===== src/rtl/writeback_unit.sv =====
// MEM/WB register and writeback into the 32x64 register file.
// Optional retire/misalign counters enabled by WB_RETIRE_CNT_EN.
module writeback_unit #(
  parameter int XLEN       = 64,
  parameter int REG_ADDR_W = 5,
  parameter int CNT_W      = 32
) (
  input  logic                  clk,
  input  logic                  rst,
  input  logic                  mem_valid,
  input  logic                  mem_reg_write,
  input  logic                  mem_to_reg,
  input  logic [REG_ADDR_W-1:0] mem_rd_addr,
  input  logic [2:0]            mem_funct3,
  input  logic [XLEN-1:0]       alu_result,
  input  logic [XLEN-1:0]       load_data,
  input  logic                  stall,
  input  logic                  flush,
  output logic                  reg_write,
  output logic [REG_ADDR_W-1:0] rd_addr,
  output logic [XLEN-1:0]       rd_data,
  output logic                  wb_valid,
  output logic                  misalign
`ifdef WB_RETIRE_CNT_EN
  ,
  output logic [CNT_W-1:0]      retire_count,
  output logic [15:0]           misalign_count
`endif
);

  localparam logic [1:0] S_IDLE  = 2'd0;
  localparam logic [1:0] S_WRITE = 2'd1;
  localparam logic [1:0] S_HOLD  = 2'd2;

  logic [1:0]            r_state;
  logic [1:0]            w_next;
  logic [REG_ADDR_W-1:0] r_rd_addr;
  logic [XLEN-1:0]       r_rd_data;
  logic                  r_mis;
  logic                  r_wq;

  logic [2:0]      w_off;
  logic [XLEN-1:0] w_sh;
  logic [XLEN-1:0] w_ext;
  logic            w_mis;
  logic            w_uns;
  logic            w_sz_b;
  logic            w_sz_h;
  logic            w_sz_w;
  logic            w_sz_d;
  logic            w_cap;
  logic            w_mis_in;
  logic            w_wq_in;
  logic [XLEN-1:0] w_wdata;

  assign w_off  = alu_result[2:0];
  assign w_sh   = load_data >> {w_off, 3'b000};
  assign w_uns  = mem_funct3[2];
  assign w_sz_b = (mem_funct3[1:0] == 2'b00);
  assign w_sz_h = (mem_funct3[1:0] == 2'b01);
  assign w_sz_w = (mem_funct3[1:0] == 2'b10);
  assign w_sz_d = (mem_funct3[1:0] == 2'b11);

  // funct3=111 falls into the doubleword group
  always_comb begin
    w_ext = w_sh;
    w_mis = 1'b0;
    unique case (1'b1)
      w_sz_b: begin
        w_ext = w_uns ? {{(XLEN-8){1'b0}}, w_sh[7:0]}
                      : {{(XLEN-8){w_sh[7]}}, w_sh[7:0]};
      end
      w_sz_h: begin
        w_ext = w_uns ? {{(XLEN-16){1'b0}}, w_sh[15:0]}
                      : {{(XLEN-16){w_sh[15]}}, w_sh[15:0]};
        w_mis = w_off[0];
      end
      w_sz_w: begin
        w_ext = w_uns ? {{(XLEN-32){1'b0}}, w_sh[31:0]}
                      : {{(XLEN-32){w_sh[31]}}, w_sh[31:0]};
        w_mis = |w_off[1:0];
      end
      w_sz_d: begin
        w_ext = load_data;
        w_mis = |w_off;
      end
      default: begin
        w_ext = load_data;
        w_mis = |w_off;
      end
    endcase
  end

  assign w_cap    = mem_valid & ~stall & ~flush;
  assign w_mis_in = mem_to_reg & w_mis;
  assign w_wq_in  = mem_reg_write & (|mem_rd_addr) & ~w_mis_in;
  assign w_wdata  = mem_to_reg ? w_ext : alu_result;

  always_comb begin
    w_next = S_IDLE;
    unique case (r_state)
      S_IDLE:  w_next = w_cap ? S_WRITE : S_IDLE;
      S_WRITE, S_HOLD: begin
        if (stall)      w_next = S_HOLD;
        else if (w_cap) w_next = S_WRITE;
        else            w_next = S_IDLE;
      end
      default: w_next = S_IDLE;
    endcase
  end

  always_ff @(posedge clk or negedge rst) begin
    if (!rst) begin
      r_state   <= S_IDLE;
      r_rd_addr <= '0;
      r_rd_data <= '0;
      r_mis     <= 1'b0;
      r_wq      <= 1'b0;
    end else begin
      r_state <= w_next;
      if (w_cap) begin
        r_rd_addr <= mem_rd_addr;
        r_rd_data <= w_wdata;
        r_mis     <= w_mis_in;
        r_wq      <= w_wq_in;
      end
    end
  end

  assign reg_write = (r_state == S_WRITE) & r_wq;
  assign wb_valid  = (r_state != S_IDLE);
  assign rd_addr   = r_rd_addr;
  assign rd_data   = r_rd_data;
  assign misalign  = r_mis;

`ifdef WB_RETIRE_CNT_EN
  logic [CNT_W-1:0] r_ret_cnt;
  logic [15:0]      r_mis_cnt;

  always_ff @(posedge clk or negedge rst) begin
    if (!rst) begin
      r_ret_cnt <= '0;
      r_mis_cnt <= '0;
    end else if (r_state == S_WRITE) begin
      r_ret_cnt <= r_ret_cnt + 1'b1;
      if (r_mis && (r_mis_cnt != 16'hFFFF))
        r_mis_cnt <= r_mis_cnt + 16'd1;
    end
  end

  assign retire_count   = r_ret_cnt;
  assign misalign_count = r_mis_cnt;
`endif

endmodule


===== config.mk =====
export PLATFORM = sky130hd
export DESIGN_NAME = writeback_unit
export DESIGN_NICKNAME = d
export VERILOG_FILES = /design/src/rtl/writeback_unit.sv
export SDC_FILE = /design/constraint.sdc
export NUM_CORES = 1
export LEC_CHECK = 0
export CAP_MARGIN = 20
export CORE_MARGIN = 2
export CORE_UTILIZATION = 40
export DETAILED_ROUTE_END_ITERATION = 8
export GPL_ROUTABILITY_DRIVEN = 1
export GPL_TIMING_DRIVEN = 0
export PLACE_DENSITY = 0.84
export SYNTH_ARGS = -nofsm -noshare
export SYNTH_HDL_FRONTEND = slang
export SYNTH_SLANG_ARGS = --single-unit

===== constraint.sdc =====
create_clock -name clk -period 1.15 [get_ports clk]
set_clock_uncertainty 0.05 [all_clocks]
set_input_delay 0.2875 -clock clk [delete_from_list [all_inputs] [get_ports clk]]
set_output_delay 0.2875 -clock clk [all_outputs]
set_load 0.05 [all_outputs]

Yosys cells after proc, flatten, opt, wreduce, memory -nomap -nowiden
Cells that the tools add are included.
W data, S select, Z words.

word-level totals
  word-level logic and storage cells = 35
  input port bits = 143
  register bits = 73
  output and inout bits = 72

cells by class
  reductions and logical operators = 7
  shift-type cells = 1
  equality and inequality tests = 4
  bitwise gates (word level) = 9
  muxes and demuxes = 9

operators with widths
  cell                  count
  $mux W64              4
  $pmux W64 S3          1
  $shr A64 B6 Y32       1
  $and A1 B1 Y1         6
  $reduce_or A5 Y1      1
  $eq A2 B1 Y1 const B  2
  $eq A2 B2 Y1 const B  2
  $logic_not A2 Y1      2
  $pmux W2 S2           1
  $reduce_or A2 Y1      2
  $not A1 Y1            3
  $pmux W1 S3           1
  $reduce_or A3 Y1      1
  $mux W2               1
  $reduce_bool A2 Y1    1
  $mux W1               1

Longest topological paths before layout
  word-level depth = 6
  depth in mapped cells = 8
  mapped depth without buffers = 5

Worst setup path before layout
Ideal clock, no wire load.

  kind = input to register
  from = in alu_result[0]
  to = reg r_rd_data[32] (netlist: rd_data[32])
  library setup time = 126 ps
  slack = -794 ps
  buffers on the path = 3
  stages on the path = 8
  arrival time = 1768 ps
  required time = 974 ps
  cell sequence = buf_4 nor2b_4 buf_6 a22oi_1 a2111oi_4 nor4b_4 buf_6 a21oi_2

between the ends
  longest elaborated chain between the ends = 4
  elaborated cells on any way between the ends = 6
  classes of those cells = shift (1); mux (5)

ends and longest elaborated chain
  element                             line        RTL
  from (decl)                         15          input logic [XLEN-1:0] alu_result,
  $shr A64 B6 Y32 *                   57          assign w_sh = load_data >> {w_off, 3'b000};
  $mux W64, on equally long branches  79, 70, 74
  $pmux W64 S3 *                      68          unique case (1'b1)
  $mux W64 *                          97          assign w_wdata = mem_to_reg ? w_ext : alu_result;
  to (signal assigned)                123         r_rd_data <= w_wdata;
  to (decl)                           38          logic [XLEN-1:0] r_rd_data;

Mark *: on every way between the ends. The rest lies on a longest branch, timed or not.
A chain may end at the register's enable or synchronous reset.

Worst setup path after layout
  from = in alu_result[1]
  to = reg r_rd_data[48] (netlist: rd_data[48])

Same word-level chain as after synthesis.

==> flow_summary_export.csv <==
group,metric,value,unit
power,irDropWorstVdd,0.000713,V
worst_setup_path,worstSetupStartpointType,"primary input",
worst_setup_path,required,1320,ps
place,io_buffers,212,
clocking,cts_made_buffers,9,
synth,synthFlopType,"dfrtp_1",
layout,layout.cells.non_filler,1118,
synth,ys_seq_area_share,32.9,%
sta,worst_pin_slew,633,ps
global_routing,first_global_vias,6560,
synth,synth_top_family_by_area,"compound AO/OA/AOI/OAI gates",
worst_setup_path,max_stage_delay,250,ps
synth,ys_async_sr_fraction,100,%
synth,post-synth-top-area-cell,"dfrtp_1",
global_routing,grt_max_degree,42,
clocking,clk-insertion-delay-late,330,ps
place,dp_worst_setup_slack,-1670,ps
power,power.density,1270,nW/um2
synth,yosys-mux-area-fraction,13.2,%
floorplanning,start_util,40.4,%
job,maxCapViolCount,0,
place,dp_cells,1038,
drt,postRouteAntennaNets,0,
power,p_leak,4.02,nW
floorplanning,die_area,14800,um2
drt,routedWlPerCell,21.8,um
layout,fin_nets,1080,
synth,synthesis.instances,645,
synth,synth-seq-cells,73,
drt,viasPerCell,5.88,
clocking,clkTransAtPathRegs,60,ps
global_routing,grt_pass1_wl,36.4,mm
layout,drive_gt1_share,39.4,%
layout,antenna_cells,0,
synth,synth-compound-area-share,27.7,%
synth,yosys.area_share.adder,0.677,%
worst_setup_path,critPathKind,"in -> reg",
drt,via_count,6577,
clocking,clock-sinks,73,
drt,drc,0,
sta,timing.final.ws_setup,-598,ps
synth,synth_xor_area_share,0,%
clocking,cts_tree,"built",
place,gp_congestion,0.952,
synth,synth_simple_gate_area_share,19.2,%
synth,ys_warn_count,0,
clocking,cts-root-buf,"clkbuf_16",
sta,tns,-39590,ps
sta,setup_viol,141,
layout,area_growth,76.9,%
place,dpl.hpwl,17.4,mm
worst_hold_path,min_path_type,"in -> reg",
synth,avgSynthCellArea,8.60,um2
sta,period_needed,1750,ps
global_routing,antenna_found_initial,0,
layout,layout_commonest_cell,"clkdlybuf4s50_1",
synth,synth_nets,791,
sta,final_hold_viol_count,0,
drt,drtIter0Drc,645,
worst_setup_path,crit_fanout,8,
worst_setup_path,critPathCaptureType,"flop",
synth,synth.top_cell.area_share,32.9,%
sta,relSlewSlack,57.8,%
layout,final_cell_mix,"clkdlybuf4s50_1 (117), buf_6 (84), nand2_1 (81), dfrtp_1 (72), o21ai_0 (57)",
global_routing,grt_usage,32.1,%
synth,synth.area.top_cells,"dfrtp_1 (33%), mux2i_1 (11%), o21ai_0 (6.4%), nand2_1 (6.0%), a21oi_2 (4.7%)",
synth,syn_area,5550,um2
clocking,cts.path.max_buffers,2,
drt,wl,24.4,mm
sta,min_period_over_period,152,%
synth,synth.distinct_cells,51,
layout,fin_util,71.5,%
sta,rsz0062_at_grt,"true",
floorplanning,num_io_pins,215,
run_status,violations,"negative setup slack",
worst_setup_path,crit_arrival,1920,ps
synth,synth_edf_count,0,
sta,fmax,572,MHz
run_status,status,"complete, but fails checks",
worst_setup_path,cp_slowest_cell,"and4bb_4",
floorplanning,rows,43,
floorplanning,fp.dieH,122,um
clocking,htreeDepth,3,
worst_setup_path,path_cells,"buf_8 -> buf_12 -> buf_4 -> mux2i_2 -> a22oi_2 -> and4bb_4 -> nor4b_4 -> buf_6 -> clkbuf_16 -> a21oi_2",
sta,slew_viol_final,0,
floorplanning,die_w,122,um
global_routing,overflow,0,
drt,first_pass_iters,5,
floorplanning,core_area,13700,um2
[routing by layer]
layer,share of wire (%),global-route usage (%),up-vias
li1,-,-,2963
met2,47,52.3,387
met3,9.1,6.41,74
met1,40,41.6,3153
met4,4.2,13.3,0
met5,0,0,-
[final cells by class]
type	instances	area [um2]
inverters	14	57.6
clock buffers	10	229
multi-input cells	500	3960
well taps	180	225
plain buffers	57	607
flip-flops and latches	73	1830
repair buffers	279	2850
clock inverters	5	57.6
fillers	1020	3910
[report_power, final]
| part | leakage (nW) | internal (mW) | total, mW | switching [mW] |
|---|---|---|---|---|
| Sequential | 0.864 | 3.06 | 3.45 | 0.394 |
| Clock | 0.142 | 1.67 | 2.86 | 1.18 |
| Combinational | 3.01 | 2.62 | 6.10 | 3.48 |
| Total | 4.02 | 7.35 | 12.4 | 5.06 |
[through the flow]
stage / hold slack [ps] / total power [mW] / area (um2)
after global placement: 406 / 8.50 / 8160
after global routing: 177 / 12.8 / 9810
after CTS: 171 / 12.1 / 9460
after detailed placement: 223 / 8.55 / 8170
final: 177 / 12.4 / 9810
after floorplan: -58.1 / 6.47 / 5810
[cells in the mapped netlist, types with 3 or more instances]
| cell | instances |
|---|---|
| a21oi_1 | 37 |
| a21oi_2 | 30 |
| a22oi_1 | 3 |
| a31oi_1 | 7 |
| and2_1 | 3 |
| buf_1 | 8 |
| buf_2 | 6 |
| buf_4 | 5 |
| buf_6 | 6 |
| clkbuf_1 | 33 |
| dfrtp_1 | 73 |
| ha_1 | 3 |
| inv_1 | 13 |
| mux2_2 | 11 |
| mux2i_1 | 61 |
| nand2_1 | 88 |
| nand3_1 | 8 |
| nor2_1 | 31 |
| nor3_1 | 3 |
| nor3b_1 | 24 |
| o211ai_1 | 15 |
| o21ai_0 | 71 |
| o221ai_1 | 19 |
| o221ai_2 | 3 |
| o22a_1 | 16 |
| o2bb2ai_1 | 6 |
| or3_1 | 33 |
[timing repair]
item | CTS | global route
hold buffers | 1 | 0
hold endpoints to repair | 32 | 0
gates resized for setup | 705 | 43
setup buffers | 40 | 17
pin swaps | 37 | 18
cloned | 8 | 1
endpoints found under the setup margin | 144 | 185
[worst max-delay path: cells and delay by family]
kind | cells | cell delay (ps)
compound gates | 2 | 160
simple gates | 2 | 480
mux | 1 | 180
buf+inv | 5 | 790
[cell families (layout without fill, tap and decap cells)]
family / count (synthesis) / after routing
AOI/OAI and AO/OA: 219 / 219
adders and majority gates: 3 / 3
muxes: 72 / 72
and+or+nand+nor: 206 / 206
DFF: 73 / 73
buffers and inverters: 72 / 365
[state kept, by name (all words and copies together) (netlist names)]
name	count
rd_addr	5
misalign	1
rd_data	64
r_wq	1
r_state	2
[path summary, 6_finish.rpt]
kind | start | endpoint | slack (ps) | cells after the start
worst max-delay path | alu_result[1] | rd_data[48]$_DFFE_PN0N_ | -600 | 10
worst min-delay path | stall | r_state[1]$_DFF_PN0_ | 180 | 2
worst max register to register | r_state[1]$_DFF_PN0_ | r_state[1]$_DFF_PN0_ | 10 | 4
worst min register to register | r_wq$_DFFE_PN0N_ | r_wq$_DFFE_PN0N_ | 440 | 2
max in group asynchronous | rst | r_state[0]$_DFF_PN0_ | 150 | 3
min in group asynchronous | rst | rd_data[26]$_DFFE_PN0N_ | 350 | 2
Power figures use the tool's default switching activity.
